`src/rtl/hazard_sb.sv`:
```
// hazard_sb -- hazard scoreboard for a five-stage pipeline with an optional
// multi-cycle multiply/divide unit.
//
// Optional feature: define HAZARD_MDU_EN to enable multiply/divide tracking
// (MDU busy counter, MDU stall, MDU start acceptance). Without it the MDU
// ports are present but ignored and MduBusy is tied low.
//
// Parameters
//   REG_AW   register-specifier width
//   MDU_LAT  multiply/divide latency in cycles (legal range 2..255)
//   CNT_W    stall-counter width
//
// Ports
//   clk, rst_n                      clock, asynchronous active-low reset
//   RsD, RtD, RsE, RtE              source specifiers in D and E
//   WriteRegE/M/W, RegWriteE/M/W    destination specifiers and write enables
//   MemtoRegE, MemtoRegM            stage holds a load
//   BranchD                         D holds a branch
//   DmemReqM, DmemReadyM            data-memory request / completion in M
//   MduStartE, MduD, HiLoReadD      MDU op in E, MDU op in D, HI/LO read in D
//   ForwardAE/BE/AD/BD              forwarding selects (10 = M, 01 = W, 00 = RF)
//   StallF/D/E/M, FlushE, FlushW    pipeline hold and bubble controls
//   MduBusy                         MDU operation in progress
//   StallCount                      saturating count of cycles with StallF high
module hazard_sb #(
  parameter int REG_AW  = 5,
  parameter int MDU_LAT = 32,
  parameter int CNT_W   = 16
) (
  input  logic              clk,
  input  logic              rst_n,
  input  logic [REG_AW-1:0] RsD,
  input  logic [REG_AW-1:0] RtD,
  input  logic [REG_AW-1:0] RsE,
  input  logic [REG_AW-1:0] RtE,
  input  logic [REG_AW-1:0] WriteRegE,
  input  logic [REG_AW-1:0] WriteRegM,
  input  logic [REG_AW-1:0] WriteRegW,
  input  logic              RegWriteE,
  input  logic              RegWriteM,
  input  logic              RegWriteW,
  input  logic              MemtoRegE,
  input  logic              MemtoRegM,
  input  logic              BranchD,
  input  logic              DmemReqM,
  input  logic              DmemReadyM,
  input  logic              MduStartE,
  input  logic              MduD,
  input  logic              HiLoReadD,
  output logic [1:0]        ForwardAE,
  output logic [1:0]        ForwardBE,
  output logic [1:0]        ForwardAD,
  output logic [1:0]        ForwardBD,
  output logic              StallF,
  output logic              StallD,
  output logic              StallE,
  output logic              StallM,
  output logic              FlushE,
  output logic              FlushW,
  output logic              MduBusy,
  output logic [CNT_W-1:0]  StallCount
);

  // Down-counter wide enough to hold MDU_LAT.
  localparam int             MCW      = $clog2(MDU_LAT + 1);
  localparam logic [MCW-1:0] MDU_LOAD = MCW'(MDU_LAT);

  // M stage has priority over W; register 0 is never forwarded.
  function automatic logic [1:0] fwdSel(
    input logic [REG_AW-1:0] src,
    input logic [REG_AW-1:0] wrM,
    input logic              rwM,
    input logic [REG_AW-1:0] wrW,
    input logic              rwW
  );
    logic [1:0] sel;
    sel = 2'b00;
    if (src != '0) begin
      if (rwM && (src == wrM))      sel = 2'b10;
      else if (rwW && (src == wrW)) sel = 2'b01;
    end
    return sel;
  endfunction

  assign ForwardAE = fwdSel(RsE, WriteRegM, RegWriteM, WriteRegW, RegWriteW);
  assign ForwardBE = fwdSel(RtE, WriteRegM, RegWriteM, WriteRegW, RegWriteW);
  assign ForwardAD = fwdSel(RsD, WriteRegM, RegWriteM, WriteRegW, RegWriteW);
  assign ForwardBD = fwdSel(RtD, WriteRegM, RegWriteM, WriteRegW, RegWriteW);

  logic loadStall;
  logic branchStall;
  logic memStall;
  logic mduStall;

  assign loadStall = MemtoRegE && (RtE != '0) && ((RsD == RtE) || (RtD == RtE));

  // A branch resolves in D, so it must wait for an ALU result still in E or a
  // load result still in M.
  assign branchStall = BranchD &&
    ((RegWriteE && (WriteRegE != '0) && ((WriteRegE == RsD) || (WriteRegE == RtD))) ||
     (MemtoRegM && (WriteRegM != '0) && ((WriteRegM == RsD) || (WriteRegM == RtD))));

  assign memStall = DmemReqM && !DmemReadyM;

  // A memory stall freezes the whole front of the pipe and drains W; it takes
  // precedence over the D-stage stalls, which instead bubble E.
  always_comb begin
    StallF = 1'b0;
    StallD = 1'b0;
    StallE = 1'b0;
    StallM = 1'b0;
    FlushE = 1'b0;
    FlushW = 1'b0;
    if (memStall) begin
      StallF = 1'b1;
      StallD = 1'b1;
      StallE = 1'b1;
      StallM = 1'b1;
      FlushW = 1'b1;
    end else if (loadStall || branchStall || mduStall) begin
      StallF = 1'b1;
      StallD = 1'b1;
      FlushE = 1'b1;
    end
  end

`ifdef HAZARD_MDU_EN
  logic [MCW-1:0] mduCnt;
  logic           mduAccept;

  // A start held in a stalled E stage is not taken until E advances.
  assign mduAccept = MduStartE && !StallE;

  // Keeps counting through memory stalls: the MDU runs independently of the
  // pipeline registers.
  always_ff @(posedge clk or negedge rst_n) begin
    if (!rst_n) begin
      mduCnt <= '0;
    end else if (mduAccept) begin
      mduCnt <= MDU_LOAD;
    end else if (mduCnt != '0) begin
      mduCnt <= mduCnt - MCW'(1);
    end
  end

  assign MduBusy  = (mduCnt != '0);
  assign mduStall = (MduBusy || MduStartE) && (MduD || HiLoReadD);
`else
  logic [MCW+2:0] unusedMdu;
  assign unusedMdu = {MduStartE, MduD, HiLoReadD, MDU_LOAD};
  assign MduBusy   = 1'b0;
  assign mduStall  = 1'b0;
`endif

  logic [CNT_W-1:0] stallCnt;

  always_ff @(posedge clk or negedge rst_n) begin
    if (!rst_n) begin
      stallCnt <= '0;
    end else if (StallF && (stallCnt != '1)) begin
      stallCnt <= stallCnt + CNT_W'(1);
    end
  end

  assign StallCount = stallCnt;

endmodule

```
`config.mk`:
```
export PLATFORM = sky130hd
export DESIGN_NAME = hazard_sb
export DESIGN_NICKNAME = d
export VERILOG_FILES = /design/src/rtl/hazard_sb.sv
export SDC_FILE = /design/constraint.sdc
export NUM_CORES = 1
export LEC_CHECK = 0
export ABC_CLOCK_PERIOD_IN_PS = 2700
export BUFFER_PORTS_ARGS = -buffer_cell sky130_fd_sc_hd__clkbuf_2
export CORE_MARGIN = 1.5
export CORE_UTILIZATION = 48
export CTS_CLUSTER_SIZE = 12
export DETAILED_ROUTE_END_ITERATION = 8
export PLACE_DENSITY_LB_ADDON = 0.15
export SLEW_MARGIN = 40
export SYNTH_ARGS = -nofsm -noshare
export SYNTH_HDL_FRONTEND = slang
export SYNTH_SLANG_ARGS = --single-unit
```
`constraint.sdc`:
```
create_clock -name clk -period 2.7 [get_ports clk]
set_input_delay 0.405 -clock clk [delete_from_list [all_inputs] [get_ports clk]]
set_output_delay 0.405 -clock clk [all_outputs]
set_load 0.02 [all_outputs]
```
==> results of run 1 <==
[through the flow]
stage / hold slack [ps] / power [W]
after floorplan: 109 / 0.000614
after global placement: 346 / 0.000725
after detailed placement: 351 / 0.000733
after CTS: 74.5 / 0.000953
after global routing: 94.2 / 0.00101
final: 68.1 / 0.000945
[metal layers]
metal | GRT usage | wire [um] | vias up
met3 | 0.0446 | 252 | 3
met2 | 0.353 | 1940 | 53
li1 | - | - | 783
met1 | 0.301 | 1960 | 720
met5 | 0 | 0 | -
met4 | 0.0489 | 14 | 0
[kinds of logic after synthesis]
family / synth area share
XOR/XNOR: 0.362
other: 0.00213
AND/OR/NAND/NOR: 0.233
AO/OA/AOI/OAI: 0.0702
flip-flops: 0.227
multiplexers: 0.00638
buffers and inverters: 0.0915
adder cells (fa/ha/maj): 0.00709
[worst paths after layout]
path                                     start             end  depth (start not counted)  slack (ps)
min in group clk                StallCount[15]  StallCount[15]                          1         490
worst min-delay path                     rst_n   StallCount[8]                          1          70
worst min register to register  StallCount[15]  StallCount[15]                          1         490
max in group asynchronous                rst_n   StallCount[0]                          1        2340
worst max register to register   StallCount[0]   StallCount[1]                          6         460
worst max-delay path                    RtE[1]          StallF                          7         290
[layout make-up]
type / count / area (um2) / share of cell area
clock buffer: 4 / 55.1 / 0.0263
tap: 46 / 57.6 / 0.0275
timing repair buffer: 74 / 370 / 0.177
multi-input combinational: 159 / 1200 / 0.574
inverter: 2 / 7.51 / 0.00359
sequential: 16 / 400 / 0.191
[placed cells by master, fill, tap and decap left out, drive strengths merged, types with 2 or more instances in the layout]
cell,n
nor4,2
clkbuf,78
nor3,3
xnor2,56
nand2,11
a31oi,3
nor2,9
nand3,13
inv,2
nor4b,2
xor2,17
and3,10
o22ai,2
dfrtp,16
or4,6
a21oi,5
nand4,10
[power groups by stage]
stage	clock, W	combinational, W	sequential [W]
floorplan	0	0.000232	0.000382
detailed placement	0	0.000397	0.000336
CTS	0.000220	0.000400	0.000333
global route	0.000232	0.000433	0.000342
finish	0.000214	0.000397	0.000333
global placement	0	0.000389	0.000336
==> results.txt, run 1 <==
Total GRT Usage: 0.219
GP Congestion: 0.837
Power Density: 451 nW/um2
max-cap violations: 0
clk root buf: clkbuf_8
Leakage: 0.933 nW
Primary FF master, synth: dfrtp_1
Seq/Total Area, Yosys: 0.227
number of CTS-inserted buffers: 3
Arr. time, crit path: 2010 ps
syn_nets: 254
most frequent CP cell: clkbuf_2
sw power: 0.000365 W
Post-CTS Resized: 0
dpl cell area: 2040 um2
CP Launch Type: input pin
worst path required time: 2300 ps
max-slew violation count: 0
total placed cells including tap cells: 297
cell breakdown of the critical path: clkbuf_2 > or4_4 > nor2_4 > inv_2 > a32oi_4 > nand3_1 > clkbuf_2
Yosys reg bits: 16
Peak VDD IR: 363 uV
synth unique cells: 36
worst min path class: input pin to asynchronous set/reset pin
vias per cell: 5.18
Worst Setup End Kind: output pin
Final Skew: 2.43 ps
share of cells above drive strength 1: 0.361
DR iter-0 viols: 55
vias in the first global route: 1445
Worst Path Buf+Inv: 3
period utilization: 0.893
post-CTS setup buffer count: 0
Syn Inst Count: 205
post-route ant nets: 0
setup violators final: 0
final cell count without fillers: 301
HPWL after detailed placement: 3370 um
Yosys top cell area share: 0.278
initial antenna violation count: 0
area delta synth->final: 18.7%
core footprint: 3440 um2
RSZ-0062 raised after global routing: no
Starting Density: 0.513
clk buf depth: 2
first-pass GRT wire length: 6980 um
Die W: 63.6 um
Reg clk slew, reported paths: 60 ps
Net Sw Frac: 0.386
# H-tree levels: 1
post-cts hold buffer count: 0
antenna cell count: 0
largest net degree at the start of global routing: 17
Clock Power Share: 0.226
fin area: 2090 um2
Post-synth EDFFs: 0
total die area: 4050 um2
crit path max-delay cell type: or4_4
Async SR Flop Fraction: 1.00
via count: 1559
WS Path Type: input pin to output pin
Sink Count: 16
Worst Path Max Fanout: 5
synth cell count leaders: 56 x xnor2_1, 18 x clkbuf_1, 17 x xor2_1, 16 x dfrtp_1, 12 x nand3_1
area of the mapped netlist: 1760 um2
# fillers: 342
count leader, synth: xnor2_1
final cell utilization of the core: 0.608
Yosys warnings: 0
Post-Syn Area per Cell: 8.61 um2
fin crit period: 2410 ps
cell taking the most area after synthesis: xnor2_1
max reg flops: 16
total grt overflow: 0
Highest Clock Rate: 415 MHz
internal power: 0.000580 W
final hold vios: 0
Flop pwr share: 0.353
routed len/inst: 13.8 um
Setup WS pre-CTS: 258 ps
latest clock arrival within the worst-skew pair: 250 ps
Synth area leaders: xnor2_1 28%, dfrtp_1 23%, xor2_1 8.4%, clkbuf_1 3.8%, nand4_1 3.5%
CP peak stage delay: 560 ps
drt pass-1 iters: 4
# DRC: 0
CTS tree: yes
Combinational Power Share: 0.421
row cnt: 21
CP top delay family: simple AND/OR/NAND/NOR gates
Buffers on Ports: 74
DRT Wirelength: 4160 um
fin nets: 305
Total Neg Setup Slack: 0 ps
I/O pins: 79
Die H: 63.6 um
run status: completed
worst setup margin: 288 ps
Note: power is estimated with default switching activity, not from simulation.
==> run 2, diff against run 1 <==
==> constraint.sdc (replaced) <==
create_clock -name clk -period 2.7 [get_ports clk]
set_input_delay 0.405 -clock clk [delete_from_list [all_inputs] [get_ports clk]]
set_output_delay 0.405 -clock clk [all_outputs]
set_load 0.01 [all_outputs]
==> results.txt, run 2 (synthesis results as in run 1) <==
most frequent cells in the layout: 74 x clkbuf_2, 56 x xnor2_1, 17 x xor2_1, 16 x dfrtp_1, 12 x nand3_1
setup violators final: 0 (unchanged)
antenna cell count: 0 (unchanged)
via count: 1517 (-2.7%)
latest clock arrival within the worst-skew pair: 250 ps (about the same)
# DRC: 0 (unchanged)
vias per cell: 5.04 (-2.7%)
largest net degree at the start of global routing: 17 (unchanged)
worst path required time: 2300 ps (about the same)
Leakage: 0.933 nW (unchanged)
Highest Clock Rate: 417 MHz (+0.63%)
crit path from: RtE[1]
Sink Count: 16 (unchanged)
met3 Track Usage GR: 0.0411 (-0.00357)
final hold vios: 0 (unchanged)
initial antenna violation count: 0 (unchanged)
drt pass-1 iters: 4 (unchanged)
Flop pwr share: 0.371 (+0.018)
vias in the first global route: 1448 (+0.21%)
GR Util met1: 0.326 (+0.0242)
internal power: 0.000578 W (-0.24%)
max-slew violation count: 0 (unchanged)
number of CTS-inserted buffers: 3 (unchanged)
row cnt: 21 (unchanged)
GR peak layer: met2
DR iter-0 viols: 56 (+1.8%)
clk root buf: clkbuf_8
share of cells above drive strength 1: 0.361 (unchanged)
R2R depth: 6 (unchanged)
max reg flops: 16 (unchanged)
Final Skew: 0.872 ps (-1.56 ps)
Buffers on Ports: 74 (unchanged)
Power Density: 429 nW/um2 (-5.0%)
WS Path Type: input pin to output pin
sw power: 0.000319 W (-13%)
Reg clk slew, reported paths: 60 ps (about the same)
# H-tree levels: 1 (unchanged)
Die H: 63.6 um (unchanged)
CTS tree: yes
fin nets: 305 (unchanged)
commonest non-fill, non-tap cell in the layout: clkbuf_2
Peak VDD IR: 289 uV (-20%)
fin crit period: 2400 ps (-15.2 ps)
run status: completed
worst min path class: input pin to asynchronous set/reset pin
first-pass GRT wire length: 7100 um (+1.7%)
area delta synth->final: 18.7% (unchanged)
Die W: 63.6 um (unchanged)
worst setup margin: 303 ps (+15.2 ps)
max-cap violations: 0 (unchanged)
I/O pins: 79 (unchanged)
Worst R2R Setup Slack: 470 ps (about the same)
total die area: 4050 um2 (unchanged)
Total Neg Setup Slack: 0 ps (unchanged)
Post-CTS Resized: 0 (unchanged)
Starting Density: 0.513 (unchanged)
Arr. time, crit path: 1990 ps (-20 ps)
Total GRT Usage: 0.221 (+0.00212)
DRT Wirelength: 4130 um (-0.60%)
Setup WS pre-CTS: 294 ps (+35.7 ps)
core footprint: 3440 um2 (unchanged)
HPWL after detailed placement: 3380 um (+0.17%)
post-cts hold buffer count: 0 (unchanged)
post-route ant nets: 0 (unchanged)
met2 usage: 0.342 (-0.0105)
total grt overflow: 0 (unchanged)
GP Congestion: 0.817 (-2.4%)
Net Sw Frac: 0.355 (-0.0310)
routed len/inst: 13.7 um (-0.60%)
reg2reg start: StallCount[0]
reg2reg end: StallCount[1]
Combinational Power Share: 0.392 (-0.029)
RSZ-0062 raised after global routing: no
period utilization: 0.888 (-0.00563)
post-CTS setup buffer count: 0 (unchanged)
Clock Power Share: 0.237 (+0.011)
Fin Hold WS: 76.2 ps (+8.17 ps)
Worst Path Max Fanout: 5 (unchanged)
clk buf depth: 2 (unchanged)
CP Launch Type: input pin
Worst Setup End Kind: output pin
[run 2: cell counts in the layout (fill, tap and decap cells not counted)]
No cell type changed its count.
[run 2: power by group through the flow]
stage / sequential (W) / combinational, W / clock, W
floorplan: 0.000350 / 0.000225 / 0
global placement: 0.000336 / 0.000349 / 0
detailed placement: 0.000337 / 0.000355 / 0
CTS: 0.000333 / 0.000356 / 0.000220
global route: 0.000341 / 0.000393 / 0.000233
finish: 0.000333 / 0.000351 / 0.000213
[run 2: how the worst max path moves through the flow]
stage,endpoint,depth (start not counted)
2_1_floorplan,StallF,7
3_3_place_gp,StallF,7
3_5_place_dp,StallD,7
4_1_cts,StallD,7
5_1_grt,StallF,7
6_report,StallF,7
[run 2: final cells by class]
type | count | area [um2]
repair buffers | 74 | 370
multi-input cells | 159 | 1200
clock buffers | 4 | 55.1
fillers | 348 | 1350
well taps | 46 | 57.6
flip-flops and latches | 16 | 400
inverters | 2 | 7.51
[run 2: through the flow]
| step | util | std cells | power (W) | area, um2 |
|---|---|---|---|---|
| floorplan | - | 205 | 0.000575 | 1760 |
| global placement | 0.592 | 297 | 0.000685 | 2040 |
| detailed placement | 0.592 | 297 | 0.000692 | 2040 |
| CTS | 0.608 | 301 | 0.000909 | 2090 |
| global route | 0.608 | 301 | 0.000967 | 2090 |
| finish | 0.608 | 301 | 0.000897 | 2090 |
[run 2: routing by layer]
| layer | vias to the layer above | wire, um |
|---|---|---|
| met5 | - | 0 |
| met4 | 0 | 18 |
| met3 | 2 | 212 |
| met2 | 50 | 1870 |
| met1 | 679 | 2040 |
| li1 | 786 | - |
[run 2: worst max-delay path: stages]
cell,delay [ps]
clkbuf_2,140
or4_4,560
nor2_4,140
inv_2,60
a32oi_4,270
nand3_1,220
clkbuf_2,180
